<file path="src/rtl/fwd_hazard_ctrl_pkg.sv">
// Shared definitions for the EX-stage forwarding / load-use hazard controller.
//   FWD_*    : encodings for the 3:1 operand forwarding mux selects
//   state_t  : load-use stall sequencer states
//   CNT_W    : width of the stall bubble counter (covers 1..7 bubbles)
package fwd_hazard_ctrl_pkg;

  localparam logic [1:0] FWD_REGFILE = 2'b00;
  localparam logic [1:0] FWD_EXMEM   = 2'b01;
  localparam logic [1:0] FWD_MEMWB   = 2'b10;

  typedef enum logic {
    ST_RUN   = 1'b0,
    ST_STALL = 1'b1
  } state_t;

  localparam int CNT_W = 3;

endpackage

</file>
<file path="src/rtl/fwd_hazard_ctrl_tag.sv">
// fwd_stage_tag: one slot of the shadow pipeline that follows an instruction's
// register tags through EX, MEM and WB.
// Ports:
//   Clk, Rst_n          clock, async active-low reset (slot cleared to a bubble)
//   bubble              load an empty slot instead of the d_* fields
//   d_valid .. d_mem_read  incoming instruction tags
//   q_valid .. q_mem_read  registered instruction tags
module fwd_stage_tag
  import fwd_hazard_ctrl_pkg::*;
#(
  parameter int REG_AW = 5
) (
  input  logic              Clk,
  input  logic              Rst_n,
  input  logic              bubble,
  input  logic              d_valid,
  input  logic [REG_AW-1:0] d_rs,
  input  logic [REG_AW-1:0] d_rt,
  input  logic [REG_AW-1:0] d_dst,
  input  logic              d_reg_write,
  input  logic              d_mem_read,
  output logic              q_valid,
  output logic [REG_AW-1:0] q_rs,
  output logic [REG_AW-1:0] q_rt,
  output logic [REG_AW-1:0] q_dst,
  output logic              q_reg_write,
  output logic              q_mem_read
);

  always_ff @(posedge Clk or negedge Rst_n) begin
    if (!Rst_n) begin
      q_valid     <= 1'b0;
      q_rs        <= '0;
      q_rt        <= '0;
      q_dst       <= '0;
      q_reg_write <= 1'b0;
      q_mem_read  <= 1'b0;
    end else if (bubble) begin
      q_valid     <= 1'b0;
      q_rs        <= '0;
      q_rt        <= '0;
      q_dst       <= '0;
      q_reg_write <= 1'b0;
      q_mem_read  <= 1'b0;
    end else begin
      q_valid     <= d_valid;
      q_rs        <= d_rs;
      q_rt        <= d_rt;
      q_dst       <= d_dst;
      q_reg_write <= d_reg_write;
      q_mem_read  <= d_mem_read;
    end
  end

endmodule

</file>
<file path="src/rtl/fwd_hazard_ctrl.sv">
// fwd_hazard_ctrl: drives the EX-stage operand forwarding selects and the
// load-use pipeline stall from a shadow copy of the EX/MEM/WB register tags.
//
//   state    | meaning
//   ---------+-------------------------------------------------------------
//   ST_RUN   | normal flow; stall only while a load-use hazard is visible
//   ST_STALL | extra bubbles owed for a load-use hazard; cnt = bubbles left
//
// Ports:
//   Clk, Rst_n                 clock, async active-low reset
//   id_valid                   ID holds a real instruction
//   id_rs, id_rt, id_dst       ID source / destination register tags
//   id_reg_write, id_mem_read  ID instruction writes regfile / is a load
//   flush                      kill the ID instruction (branch/jump taken)
//   stall                      hold PC and IF/ID, ID/EX takes a bubble
//   fwd_a_sel, fwd_b_sel       operand A / B forwarding mux selects
module fwd_hazard_ctrl
  import fwd_hazard_ctrl_pkg::*;
#(
  parameter int REG_AW         = 5,
  parameter int LOAD_STALL_CYC = 1
) (
  input  logic              Clk,
  input  logic              Rst_n,
  input  logic              id_valid,
  input  logic [REG_AW-1:0] id_rs,
  input  logic [REG_AW-1:0] id_rt,
  input  logic [REG_AW-1:0] id_dst,
  input  logic              id_reg_write,
  input  logic              id_mem_read,
  input  logic              flush,
  output logic              stall,
  output logic [1:0]        fwd_a_sel,
  output logic [1:0]        fwd_b_sel
);

  localparam logic [CNT_W-1:0] CNT_LOAD = CNT_W'(LOAD_STALL_CYC - 1);

  logic              ex_valid,  mem_valid,  wb_valid;
  logic [REG_AW-1:0] ex_rs,     mem_rs,     wb_rs;
  logic [REG_AW-1:0] ex_rt,     mem_rt,     wb_rt;
  logic [REG_AW-1:0] ex_dst,    mem_dst,    wb_dst;
  logic              ex_rw,     mem_rw,     wb_rw;
  logic              ex_mr,     mem_mr,     wb_mr;

  logic   ex_bubble;
  logic   hazard;
  logic   mem_fwd_ok, wb_fwd_ok;
  logic   unused_wb;
  state_t state_q, state_d;
  logic [CNT_W-1:0] cnt_q, cnt_d;

  // A stalled or flushed ID instruction must not reach EX.
  assign ex_bubble = ~(id_valid & ~flush & ~stall);

  fwd_stage_tag #(.REG_AW(REG_AW)) u_ex (
    .Clk(Clk), .Rst_n(Rst_n), .bubble(ex_bubble),
    .d_valid(id_valid), .d_rs(id_rs), .d_rt(id_rt), .d_dst(id_dst),
    .d_reg_write(id_reg_write), .d_mem_read(id_mem_read),
    .q_valid(ex_valid), .q_rs(ex_rs), .q_rt(ex_rt), .q_dst(ex_dst),
    .q_reg_write(ex_rw), .q_mem_read(ex_mr)
  );

  fwd_stage_tag #(.REG_AW(REG_AW)) u_mem (
    .Clk(Clk), .Rst_n(Rst_n), .bubble(1'b0),
    .d_valid(ex_valid), .d_rs(ex_rs), .d_rt(ex_rt), .d_dst(ex_dst),
    .d_reg_write(ex_rw), .d_mem_read(ex_mr),
    .q_valid(mem_valid), .q_rs(mem_rs), .q_rt(mem_rt), .q_dst(mem_dst),
    .q_reg_write(mem_rw), .q_mem_read(mem_mr)
  );

  fwd_stage_tag #(.REG_AW(REG_AW)) u_wb (
    .Clk(Clk), .Rst_n(Rst_n), .bubble(1'b0),
    .d_valid(mem_valid), .d_rs(mem_rs), .d_rt(mem_rt), .d_dst(mem_dst),
    .d_reg_write(mem_rw), .d_mem_read(mem_mr),
    .q_valid(wb_valid), .q_rs(wb_rs), .q_rt(wb_rt), .q_dst(wb_dst),
    .q_reg_write(wb_rw), .q_mem_read(wb_mr)
  );

  // WB source tags and load flag are carried only to keep the slots identical.
  assign unused_wb = ^{wb_rs, wb_rt, wb_mr};

  // $0 is hard-wired zero, so a write to it is never a forwarding source.
  assign mem_fwd_ok = mem_valid & mem_rw & (mem_dst != '0);
  assign wb_fwd_ok  = wb_valid  & wb_rw  & (wb_dst  != '0);

  // MEM is checked first: it holds the newer value of the register.
  always_comb begin
    fwd_a_sel = FWD_REGFILE;
    fwd_b_sel = FWD_REGFILE;
    if (ex_valid) begin
      if (mem_fwd_ok && (mem_dst == ex_rs))     fwd_a_sel = FWD_EXMEM;
      else if (wb_fwd_ok && (wb_dst == ex_rs))  fwd_a_sel = FWD_MEMWB;
      if (mem_fwd_ok && (mem_dst == ex_rt))     fwd_b_sel = FWD_EXMEM;
      else if (wb_fwd_ok && (wb_dst == ex_rt))  fwd_b_sel = FWD_MEMWB;
    end
  end

  assign hazard = id_valid & ex_valid & ex_mr & (ex_dst != '0) &
                  ((ex_dst == id_rs) | (ex_dst == id_rt));

  always_ff @(posedge Clk or negedge Rst_n) begin
    if (!Rst_n) begin
      state_q <= ST_RUN;
      cnt_q   <= '0;
    end else begin
      state_q <= state_d;
      cnt_q   <= cnt_d;
    end
  end

  // The first bubble is issued from ST_RUN; ST_STALL supplies the remainder.
  always_comb begin
    state_d = state_q;
    cnt_d   = cnt_q;
    stall   = 1'b0;
    if (flush) begin
      state_d = ST_RUN;
      cnt_d   = '0;
    end else begin
      case (state_q)
        ST_RUN: begin
          stall = hazard;
          if (hazard && (LOAD_STALL_CYC > 1)) begin
            state_d = ST_STALL;
            cnt_d   = CNT_LOAD;
          end
        end
        ST_STALL: begin
          stall = 1'b1;
          cnt_d = cnt_q - 1'b1;
          if (cnt_q == CNT_W'(1)) state_d = ST_RUN;
        end
        default: begin
          state_d = ST_RUN;
          cnt_d   = '0;
        end
      endcase
    end
  end

endmodule
</file>
<file path="config.mk">
export PLATFORM = sky130hd
export DESIGN_NAME = fwd_hazard_ctrl
export DESIGN_NICKNAME = d
export VERILOG_FILES = /design/src/rtl/fwd_hazard_ctrl_pkg.sv /design/src/rtl/fwd_hazard_ctrl_tag.sv /design/src/rtl/fwd_hazard_ctrl.sv
export SDC_FILE = /design/constraint.sdc
export NUM_CORES = 1
export LEC_CHECK = 0
export ABC_AREA = 1
export CAP_MARGIN = 20
export CORE_MARGIN = 1.5
export CORE_UTILIZATION = 56
export CTS_BUF_LIST = sky130_fd_sc_hd__clkbuf_16
export DETAILED_ROUTE_END_ITERATION = 16
export PLACE_DENSITY = 0.86
export RECOVER_POWER = 25
export SLEW_MARGIN = 20
export SYNTH_ARGS = -nofsm -noshare
export SYNTH_HDL_FRONTEND = slang
export SYNTH_SLANG_ARGS = --single-unit
</file>
<file path="constraint.sdc">
create_clock -name Clk -period 2.2 [get_ports Clk]
set_clock_uncertainty 0.1 [all_clocks]
set_input_delay 0.44 -clock Clk [delete_from_list [all_inputs] [get_ports Clk]]
set_output_delay 0.44 -clock Clk [all_outputs]
set_load 0.01 [all_outputs]
</file>
==> reports/metrics.cfg, run 1 <==
[run_status]
status=finished clean

[setup_path]
reg2reg_depth=8
reg2reg_to=u_ex.q_rt[3]
crit_fanout=2
critPathArrivalTime_ns=1.64
critPathRequiredTime_ns=1.66
end_kind=primary output
critPathLaunchType=input port
reg2reg_slack_ns=0.67
worst-setup-path-type=input port to primary output
r2r_start=u_ex.q_dst[0]

[floorplanning]
coreArea_um2=2780
initial_core_util_pct=60.0
dieArea_um2=3310
dieWidth_um=57.6
die_y_um=57.6
row_count=19
boundaryPins=26

[clocking]
cts_hold_buf=0
clock_sink_count=36
h-tree-depth=2
cts_max_path_buffers=2
cts_tree=built
cts_buffers=5
root_buffer=clkbuf_16
clkSlewWorstSetupHoldPaths_ns=0.05
clk_latency_ns=0.28
post_cts_buffers=0

[timing]
worst_pin_slew_ns=0.840
hold_ws_ns=0.250
finalHoldViolCount=0
maxSlewHeadroom_pct=44.0
setup_ws_ns=0.0232
rsz0062_at_grt=true
fin_crit_ns=2.18
min_period_over_period_pct=98.9
drv_slew=0
setup_viol=0
timing.fmax_ghz=0.459

[logic_synthesis]
yosys_warnings=0
synth_nets=218
synth_cell_types=20
syn_area_per_cell_um2=8.55
synth_area_um2=1670
seq_area_frac_synth_pct=54.0
ys_ff_latch=36
netlist_instances=195

[global_routing]
grt_pass1_wl_um=5390
track_usage_pct=21.7
grt_pass1_vias=1331
grt_start_max_net_pins=37
overflow=0
antenna_found_initial=0

[pwr]
p_leak_nw=1.25
vdd_ir_drop_max_mv=0.860
power_density_nw_per_um2=707

[finish]
multi_input_comb_area_um2=613
synthToLayoutAreaGrowth_pct=30.4
ff_latch_area_um2=901
diodes=0
fillCellCount=172
nNetsFinal=260
utilization_pct=78.2
layout-drive-gt1-share_pct=11.3
stdcell_area_um2=2170

[worst_hold_path]
hold_path.class=register to register
hold_end=u_mem.q_reg_write
hold_depth=0
hold_start=u_ex.q_reg_write

[placement]
post-place-ws_ns=-0.370
port_buffers=25
place_congestion=0.937
dpl.hpwl_um=2320
place_area_um2=2030

[routing]
antenna_left=0
first_iter_violations=38
num_vias=1320
viasPerCell=4.91
drc=0
wirelength_um=3170
drt_first_pass_iters=4
wire_per_inst_um=11.8

[run]
maxCapViolCount=0

[stage by stage]
stage	cells	total power [mW]	setup TNS [ns]
CTS	269	1.55	-0.0603
detailed placement	261	0.875	-0.370
floorplan	195	0.791	0
global placement	261	0.868	-0.359
global route	269	1.60	-0.0169
finish	269	1.54	0
[cells in the mapped netlist, drive strengths merged]
master	number	area share, %
nand4	3	1.1
nor3	2	0.60
or2	1	0.38
a21oi	3	0.90
nor2	37	8.5
nand3b	1	0.45
xnor2	10	5.3
ha	2	1.5
o21ai	3	0.90
o22ai	2	0.75
buf	1	0.68
dfrtp	36	54
nand3	8	2.4
xor2	8	4.2
nand2	37	8.9
a211oi	1	0.45
inv	40	9.0
[critical path, cell delays in order]
cell,delay [ns]
clkdlybuf4s50_1,0.49
inv_1,0.07
nand2_1,0.06
nand2_1,0.05
nor2_1,0.09
nand3_1,0.08
nand2_1,0.11
nand2_2,0.09
nand2_1,0.06
buf_2,0.12
[state kept, by name, indices dropped and copies added (netlist names), 3 cells and up]
name / cells
u_wb.q_dst: 5
u_ex.q_rt: 5
u_ex.q_dst: 5
u_ex.q_rs: 5
u_mem.q_dst: 5
cnt_q: 3
[cell type report]
class	instances	area share (%)
Inverter	40	6.90
Clock buffer	5	5.75
Timing Repair Buffer	36	15.1
Multi-Input combinational cell	118	28.2
Clock inverter	3	0.863
Sequential cell	36	41.4
Tap cell	31	1.78
[kinds of logic (layout without fill, tap and decap cells)]
group | count (synthesis) | count (layout) | share of synthesized area (%)
AOI/OAI and AO/OA | 9 | 9 | 3.00
DFF | 36 | 36 | 54.0
xor gates and xnor gates | 18 | 18 | 9.45
buffers and inverters | 41 | 84 | 9.68
adders and majority gates | 2 | 2 | 1.50
and+or+nand+nor | 89 | 89 | 22.4
[timing repair]
item / 4_1_cts / 5_1_grt
setup endpoints to repair: 5 / 4
gates resized for setup: 9 / 8
pin swaps: 0 / 4
[per-layer routing]
| metal | global-route usage, % | part of all wire (%) | vias up | wire length [µm] |
|---|---|---|---|---|
| met5 | 0 | 0 | - | 0 |
| met4 | 8.64 | 3.1 | 0 | 97 |
| met3 | 5.67 | 4.4 | 10 | 139 |
| met2 | 38.0 | 52 | 44 | 1660 |
| met1 | 25.3 | 40 | 603 | 1270 |
| li1 | - | - | 663 | - |
[worst max path at each step]
| stage | slack [ns] | cells after the start | end | startpoint |
|---|---|---|---|---|
| 2_1_floorplan | 0.70 | 7 | fwd_a_sel[1] | u_mem.q_dst[2] |
| 3_3_place_gp | -0.36 | 10 | stall | id_rs[2] |
| 3_5_place_dp | -0.37 | 10 | stall | id_rt[1] |
| 4_1_cts | -0.06 | 10 | stall | id_rt[1] |
| 5_1_grt | -0.02 | 10 | stall | id_rt[2] |
| 6_report | 0.02 | 10 | stall | id_rs[3] |
[cells in the final DEF, fill, tap and decap left out, types with 3 or more instances in the layout]
cell type / synthesis / routed
inv_1: 40 / 39
dfrtp_1: 36 / 36
nand2_1: 35 / 35
nor2_1: 36 / 35
clkdlybuf4s50_1: 0 / 15
xnor2_1: 10 / 10
buf_4: 0 / 10
nand3_1: 8 / 8
xor2_1: 8 / 8
clkbuf_16: 0 / 5
dlygate4sd2_1: 0 / 4
nand4_1: 3 / 3
a21oi_1: 3 / 3
o21ai_0: 3 / 3
dlymetal6s2s_1: 0 / 3
[power by group]
part / switching [mW] / internal [mW] / leakage [nW]
registers: 0.0230 / 0.686 / 0.485
clock network: 0.255 / 0.416 / 0.0736
logic: 0.0771 / 0.0796 / 0.693
total: 0.355 / 1.18 / 1.25
No activity file was read; power rests on OpenSTA's default activity.
==> inputs of run 2 (changes only) <==
--- a/config.mk
+++ b/config.mk
@@ -7,11 +7,11 @@
 export LEC_CHECK = 0
 export ABC_AREA = 1
 export CAP_MARGIN = 20
-export CORE_MARGIN = 1.5
+export CORE_MARGIN = 8
 export CORE_UTILIZATION = 56
 export CTS_BUF_LIST = sky130_fd_sc_hd__clkbuf_16
 export DETAILED_ROUTE_END_ITERATION = 16
-export PLACE_DENSITY = 0.86
+export PLACE_DENSITY = 0.95
 export RECOVER_POWER = 25
 export SLEW_MARGIN = 20
 export SYNTH_ARGS = -nofsm -noshare
==> constraint.sdc (replaced) <==
create_clock -name Clk -period 2.8 [get_ports Clk]
set_clock_uncertainty 0.1 [all_clocks]
set_input_delay 0.56 -clock Clk [delete_from_list [all_inputs] [get_ports Clk]]
set_output_delay 0.56 -clock Clk [all_outputs]
set_load 0.01 [all_outputs]
==> reports/metrics.cfg, run 2 (synthesis gave the netlist of run 1 again) <==
[floorplanning]
dieArea_um2=4980  ; was 3310 µm²
die_y_um=70.6  ; was 57.6 µm
boundaryPins=26  ; unchanged
dieWidth_um=70.6  ; was 57.6 µm
coreArea_um2=2950  ; was 2780 µm²
row_count=20  ; was 19
initial_core_util_pct=56.5  ; was 60.0%

[run]
maxCapViolCount=0  ; unchanged

[finish]
final_cell_mix=41 x inv_1, 36 x nor2_1, 36 x dfrtp_1, 35 x nand2_1, 23 x clkdlybuf4s50_1  ; was 39 x inv_1, 36 x dfrtp_1, 35 x nand2_1, 35 x nor2_1, 15 x clkdlybuf4s50_1
stdcell_area_um2=2120  ; was 2170 µm²
layout_commonest_cell=inv_1  ; unchanged
diodes=0  ; unchanged
layout-drive-gt1-share_pct=5.68  ; was 11.3%
nNetsFinal=251  ; was 260
synthToLayoutAreaGrowth_pct=27.3  ; was 30.4%

[routing]
num_vias=1275  ; was 1320
wl_met3_um=116  ; was 139 µm
wl_met1_um=1310  ; was 1270 µm
wirelength_um=3220  ; was 3170 µm
met2WireLength_um=1720  ; was 1660 µm
drt_first_pass_iters=4  ; unchanged
viasPerCell=4.87  ; was 4.91
wire_per_inst_um=12.3  ; was 11.8 µm
antenna_left=0  ; unchanged
topRoutingLayerUsed=met4  ; unchanged
drc=0  ; unchanged
first_iter_violations=51  ; was 38

[clocking]
cts_tree=built  ; unchanged
h-tree-depth=2  ; unchanged
clock_sink_count=36  ; unchanged
cts_hold_buf=0  ; unchanged
clkSlewWorstSetupHoldPaths_ns=0.05  ; about the same
root_buffer=clkbuf_16  ; unchanged
cts_max_path_buffers=2  ; unchanged
clk_latency_ns=0.27  ; was 0.28 ns
cts_buffers=5  ; unchanged

[global_routing]
grt_pass1_vias=1349  ; was 1331
track_usage_pct=14.4  ; was 21.7%
overflow=0  ; unchanged
antenna_found_initial=0  ; unchanged
grt_pass1_wl_um=5600  ; was 5390 µm
grt_start_max_net_pins=37  ; unchanged

[timing]
min_period_over_period_pct=93.3
timing.fmax_ghz=0.383
finalHoldViolCount=0  ; unchanged
fin_crit_ns=2.61
setup_viol=0  ; unchanged
drv_slew=0  ; unchanged
maxSlewHeadroom_pct=43.5  ; was 44.0%
worst_pin_slew_ns=0.847  ; was 0.840 ns
rsz0062_at_grt=false  ; was true

[placement]
port_buffers=25  ; unchanged
dpl.hpwl_um=2370  ; was 2320 µm
place_congestion=0.888  ; was 0.937
place_area_um2=1960  ; was 2030 µm²

[setup_path]
crit_fanout=2  ; unchanged
end_kind=primary output  ; unchanged
slowest_stage=clkdlybuf4s50_1  ; unchanged
critPathRequiredTime_ns=2.14  ; was 1.66 ns
path_common_cell=nand2_1  ; unchanged
cpPeakStageDelay_ns=0.51  ; was 0.49 ns
path_cells=clkdlybuf4s50_1 > inv_1 > nand2_1 > nand2_1 > nor2_1 > nand3_1 > nand2_1 > nand2_2 > nand2_1 > dlygate4sd2_1  ; was clkdlybuf4s50_1 > inv_1 > nand2_1 > nand2_1 > nor2_1 > nand3_1 > nand2_1 > nand2_2 > nand2_1 > buf_2
critPathLaunchType=input port  ; unchanged
crit_family=buffers and inverters  ; unchanged
critPathArrivalTime_ns=1.95  ; was 1.64 ns
cp_num_buf_inv=3  ; unchanged
worst-setup-path-type=input port to primary output  ; unchanged

[pwr]
clkPwrFrac_pct=47.5  ; was 43.7%
finalPower_mw=1.27  ; was 1.54 mW
power_density_nw_per_um2=600  ; was 707 nW/µm²
p_int_mw=1.01  ; was 1.18 mW
pwr-share-comb_pct=8.8  ; was 10.2%
vdd_ir_drop_max_mv=0.474  ; was 0.860 mV
switching_share_pct=20.9  ; was 23.1%
p_leak_nw=1.18  ; was 1.25 nW
power.net_switching_mw=0.266  ; was 0.355 mW
p_seq_share_pct=43.7  ; was 46.1%

[worst_hold_path]
hold_path.class=register to register  ; unchanged

[run_status]
status=finished clean  ; unchanged

-- run 2: cell count changes in the layout (fill, tap and decap cells not counted), sizes merged --
cell,previous run,this run
dlymetal6s2s,3,0
bufinv,0,1
clkinv,3,1
inv,40,41
buf,11,1
clkdlybuf4s15,1,0
dlygate4sd2,4,1
clkdlybuf4s50,15,23
-- run 2: timing repair --
action                                  in CTS  in global routing
buffers inserted                             0                  0
resized for setup                            1                  0
endpoints found under the setup margin       1                  0
-- run 2: final timing paths --
kind,slack [ns],to,startpoint,cells past startpoint
max,0.19,stall,id_rt[2],10
min,0.25,u_mem.q_reg_write,u_ex.q_reg_write,0
max reg2reg,1.21,u_ex.q_valid,u_ex.q_dst[2],10
min reg2reg,0.25,u_mem.q_reg_write,u_ex.q_reg_write,0
max in group asynchronous,1.25,cnt_q[1],Rst_n,2
min in group asynchronous,0.82,u_ex.q_dst[0],Rst_n,2
-- run 2: worst reg2reg max path: stages, from the launching register on --
cell and delay (ns):
dfrtp_1 0.39, inv_1 0.09, nand2_1 0.09, nand2_1 0.08
nor2_1 0.10, nand3_1 0.08, nand2_1 0.10, nand2_2 0.06
buf_4 0.13, nand2_4 0.17, inv_1 0.08
-- run 2: metrics by stage --
| stage | hold WS (ns) | util (%) | TNS [ns] | cells | worst slack, ns |
|---|---|---|---|---|---|
| 2_1_floorplan | 0.164 | - | 0 | 195 | 1.07 |
| 3_5_place_dp | 0.235 | 66.5 | -0.0274 | 254 | -0.0274 |
| 5_1_grt | 0.252 | 71.9 | 0 | 262 | 0.0670 |
| 3_3_place_gp | 0.232 | 66.5 | 0 | 254 | 0.0144 |
| 6_report | 0.249 | 71.9 | 0 | 262 | 0.187 |
| 4_1_cts | 0.251 | 72.0 | 0 | 262 | 0.185 |
-- run 2: layout make-up --
cell class	count	area, µm²
inverters	40	150
repair buffers	27	262
fillers	214	830
flip-flops and latches	36	901
multi-input cells	118	606
well taps	33	41.3
clock inverters	3	38.8
clock buffers	5	125
-- run 2: power by group through the flow --
stage / Sequential, mW / Clock (mW) / Combinational [mW]
after floorplan: 0.561 / 0 / 0.0605
after global placement: 0.564 / 0 / 0.108
after detailed placement: 0.566 / 0 / 0.112
after CTS: 0.557 / 0.618 / 0.114
after global routing: 0.559 / 0.638 / 0.129
final: 0.557 / 0.605 / 0.112
-- run 2: layer usage --
layer  vias up  track usage (%)
li1        650                -
met1       585             15.8
met2        31             24.7
met3         9             3.53
met4         0             8.55
met5         -                0
==> inputs of run 3 (changes only) <==
--- a/config.mk
+++ b/config.mk
@@ -7,8 +7,10 @@
 export LEC_CHECK = 0
 export ABC_AREA = 1
 export CAP_MARGIN = 20
+export CELL_PAD_IN_SITES_DETAIL_PLACEMENT = 0
+export CELL_PAD_IN_SITES_GLOBAL_PLACEMENT = 2
 export CORE_MARGIN = 8
-export CORE_UTILIZATION = 56
+export CORE_UTILIZATION = 34
 export CTS_BUF_LIST = sky130_fd_sc_hd__clkbuf_16
 export DETAILED_ROUTE_END_ITERATION = 16
 export PLACE_DENSITY = 0.95
==> reports/metrics.cfg, run 3 (synthesis gave the netlist of run 1 again) <==
[setup_path]
crit_fanout=2  ; unchanged
end_kind=primary output  ; unchanged
cpPeakStageDelay_ns=0.54  ; was 0.51 ns
cp_num_buf_inv=1  ; was 3
slowest_stage=clkdlybuf4s50_1  ; unchanged
worst-setup-path-type=register to primary output  ; was input port to primary output
path_cells=xnor2_1 > nand2_1 > nor3_1 > nand3_1 > nor2_1 > clkdlybuf4s50_1  ; was clkdlybuf4s50_1 > inv_1 > nand2_1 > nand2_1 > nor2_1 > nand3_1 > nand2_1 > nand2_2 > nand2_1 > dlygate4sd2_1
crit_family=buffers and inverters  ; unchanged
critPathLaunchType=register  ; was input port
critPathArrivalTime_ns=1.93  ; was 1.95 ns
critPathRequiredTime_ns=2.14  ; about the same

[pwr]
power_density_nw_per_um2=551  ; was 600 nW/µm²
vdd_ir_drop_max_mv=0.349  ; was 0.474 mV
p_leak_nw=1.19  ; was 1.18 nW

[floorplanning]
boundaryPins=26  ; unchanged
dieWidth_um=86.0  ; was 70.6 µm
row_count=25  ; was 20
coreArea_um2=4720  ; was 2950 µm²
initial_core_util_pct=35.3  ; was 56.5%
die_y_um=86.0  ; was 70.6 µm
dieArea_um2=7400  ; was 4980 µm²

[global_routing]
antenna_found_initial=0  ; unchanged
grt_pass1_vias=1311  ; was 1349
grt_start_max_net_pins=37  ; unchanged
overflow=0  ; unchanged
track_usage_pct=9.76  ; was 14.4%
grt_pass1_wl_um=5640  ; was 5600 µm

[clocking]
cts_tree=built  ; unchanged
clk_latency_ns=0.28  ; was 0.27 ns
cts_max_path_buffers=2  ; unchanged
h-tree-depth=2  ; unchanged
cts_buffers=5  ; unchanged
clkSlewWorstSetupHoldPaths_ns=0.06  ; was 0.05 ns
clock_sink_count=36  ; unchanged
root_buffer=clkbuf_16  ; unchanged

[worst_hold_path]
hold_path.class=register to register  ; unchanged

[routing]
first_iter_violations=39  ; was 51
wirelength_um=3130  ; was 3220 µm
drt_first_pass_iters=4  ; unchanged
drc=0  ; unchanged
antenna_left=0  ; unchanged
wire_per_inst_um=10.4  ; was 12.3 µm
num_vias=1212  ; was 1275
viasPerCell=4.03  ; was 4.87

[timing]
setup_viol=0  ; unchanged
rsz0062_at_grt=false  ; unchanged
timing.fmax_ghz=0.386  ; was 0.383 GHz
fin_crit_ns=2.59  ; was 2.61 ns
worst_pin_slew_ns=0.848  ; was 0.847 ns
drv_slew=0  ; unchanged
min_period_over_period_pct=92.5  ; was 93.3%
setup_ws_ns=0.211  ; was 0.187 ns
maxSlewHeadroom_pct=43.5  ; about the same
finalHoldViolCount=0  ; unchanged
hold_ws_ns=0.254  ; was 0.249 ns

[run]
maxCapViolCount=0  ; unchanged

[placement]
dpl.hpwl_um=2410  ; was 2370 µm
place_area_um2=2040  ; was 1960 µm²
port_buffers=25  ; unchanged
place_congestion=0.753  ; was 0.888
post-place-ws_ns=-0.0145  ; was -0.0274 ns

[finish]
fillCellCount=474  ; was 214
layout-drive-gt1-share_pct=8.12  ; was 5.68%
diodes=0  ; unchanged
synthToLayoutAreaGrowth_pct=30.9  ; was 27.3%
stdcell_area_um2=2180  ; was 2120 µm²
layout_commonest_cell=inv_1  ; unchanged
final_cell_mix=40 x inv_1, 36 x nor2_1, 36 x dfrtp_1, 35 x nand2_1, 23 x clkdlybuf4s50_1  ; was 41 x inv_1, 36 x nor2_1, 36 x dfrtp_1, 35 x nand2_1, 23 x clkdlybuf4s50_1
nNetsFinal=256  ; was 251
utilization_pct=46.2  ; was 71.9%

[run_status]
status=finished clean  ; unchanged

run 3: cell types whose count changed in the layout (fill, tap and decap cells not counted), sizes merged:
| cell | previous run | this run |
|---|---|---|
| buf | 1 | 6 |
| bufinv | 1 | 0 |
| clkinv | 1 | 3 |
| inv | 41 | 40 |
run 3: where the power goes:
part	switching, mW	leakage (nW)	internal (mW)
clock	0.206	0.0736	0.327
combinational	0.0549	0.631	0.0595
sequential	0.0175	0.485	0.539
run 3: final timing paths:
kind | startpoint | to | slack [ns] | cells after the start
worst min register to register | u_ex.q_reg_write | u_mem.q_reg_write | 0.25 | 0
min in group asynchronous | Rst_n | u_wb.q_reg_write | 0.82 | 2
worst min-delay path | u_ex.q_reg_write | u_mem.q_reg_write | 0.25 | 0
worst max register to register | u_ex.q_dst[0] | u_ex.q_rt[2] | 1.23 | 10
worst max-delay path | u_ex.q_rt[4] | fwd_b_sel[1] | 0.21 | 6
max in group asynchronous | Rst_n | u_ex.q_rt[1] | 1.25 | 2
run 3: worst reg2reg max path: stages (launching register included):
cell     delay [ns]
dfrtp_1        0.43
inv_1          0.06
nand2_1        0.06
nand2_1        0.05
nor2_1         0.14
nand3_1        0.09
nand2_1        0.08
nand2_2        0.06
buf_4          0.13
nand2_4        0.17
nor2_1         0.08
run 3: cell type report:
| cell class | count | area, µm² | area share [%] |
|---|---|---|---|
| well taps | 67 | 83.8 | 3.84 |
| clock buffers | 5 | 125 | 5.73 |
| inverters | 40 | 150 | 6.88 |
| repair buffers | 32 | 299 | 13.7 |
| flip-flops and latches | 36 | 901 | 41.3 |
| clock inverters | 3 | 18.8 | 0.860 |
| multi-input cells | 118 | 606 | 27.7 |
run 3: per-stage QoR:
step,instances,power (mW),setup TNS (ns)
floorplan,195,0.622,0
global placement,293,0.683,-0.0331
detailed placement,293,0.683,-0.0145
CTS,301,1.22,0
global route,301,1.26,0
finish,301,1.20,0
run 3: repair_timing:
item | CTS | global route
resized for setup | 1 | 0
setup buffers | 0 | 0
hold buffers | 0 | 0
endpoints found under the setup margin | 1 | 0
run 3: routing by layer:
metal | vias up | routed length (µm) | global-route usage [%]
met3 | 4 | 131 | 3.63
li1 | 657 | - | -
met1 | 529 | 1450 | 10.3
met4 | 0 | 57 | 4.94
met2 | 22 | 1490 | 16.7
met5 | - | 0 | 0
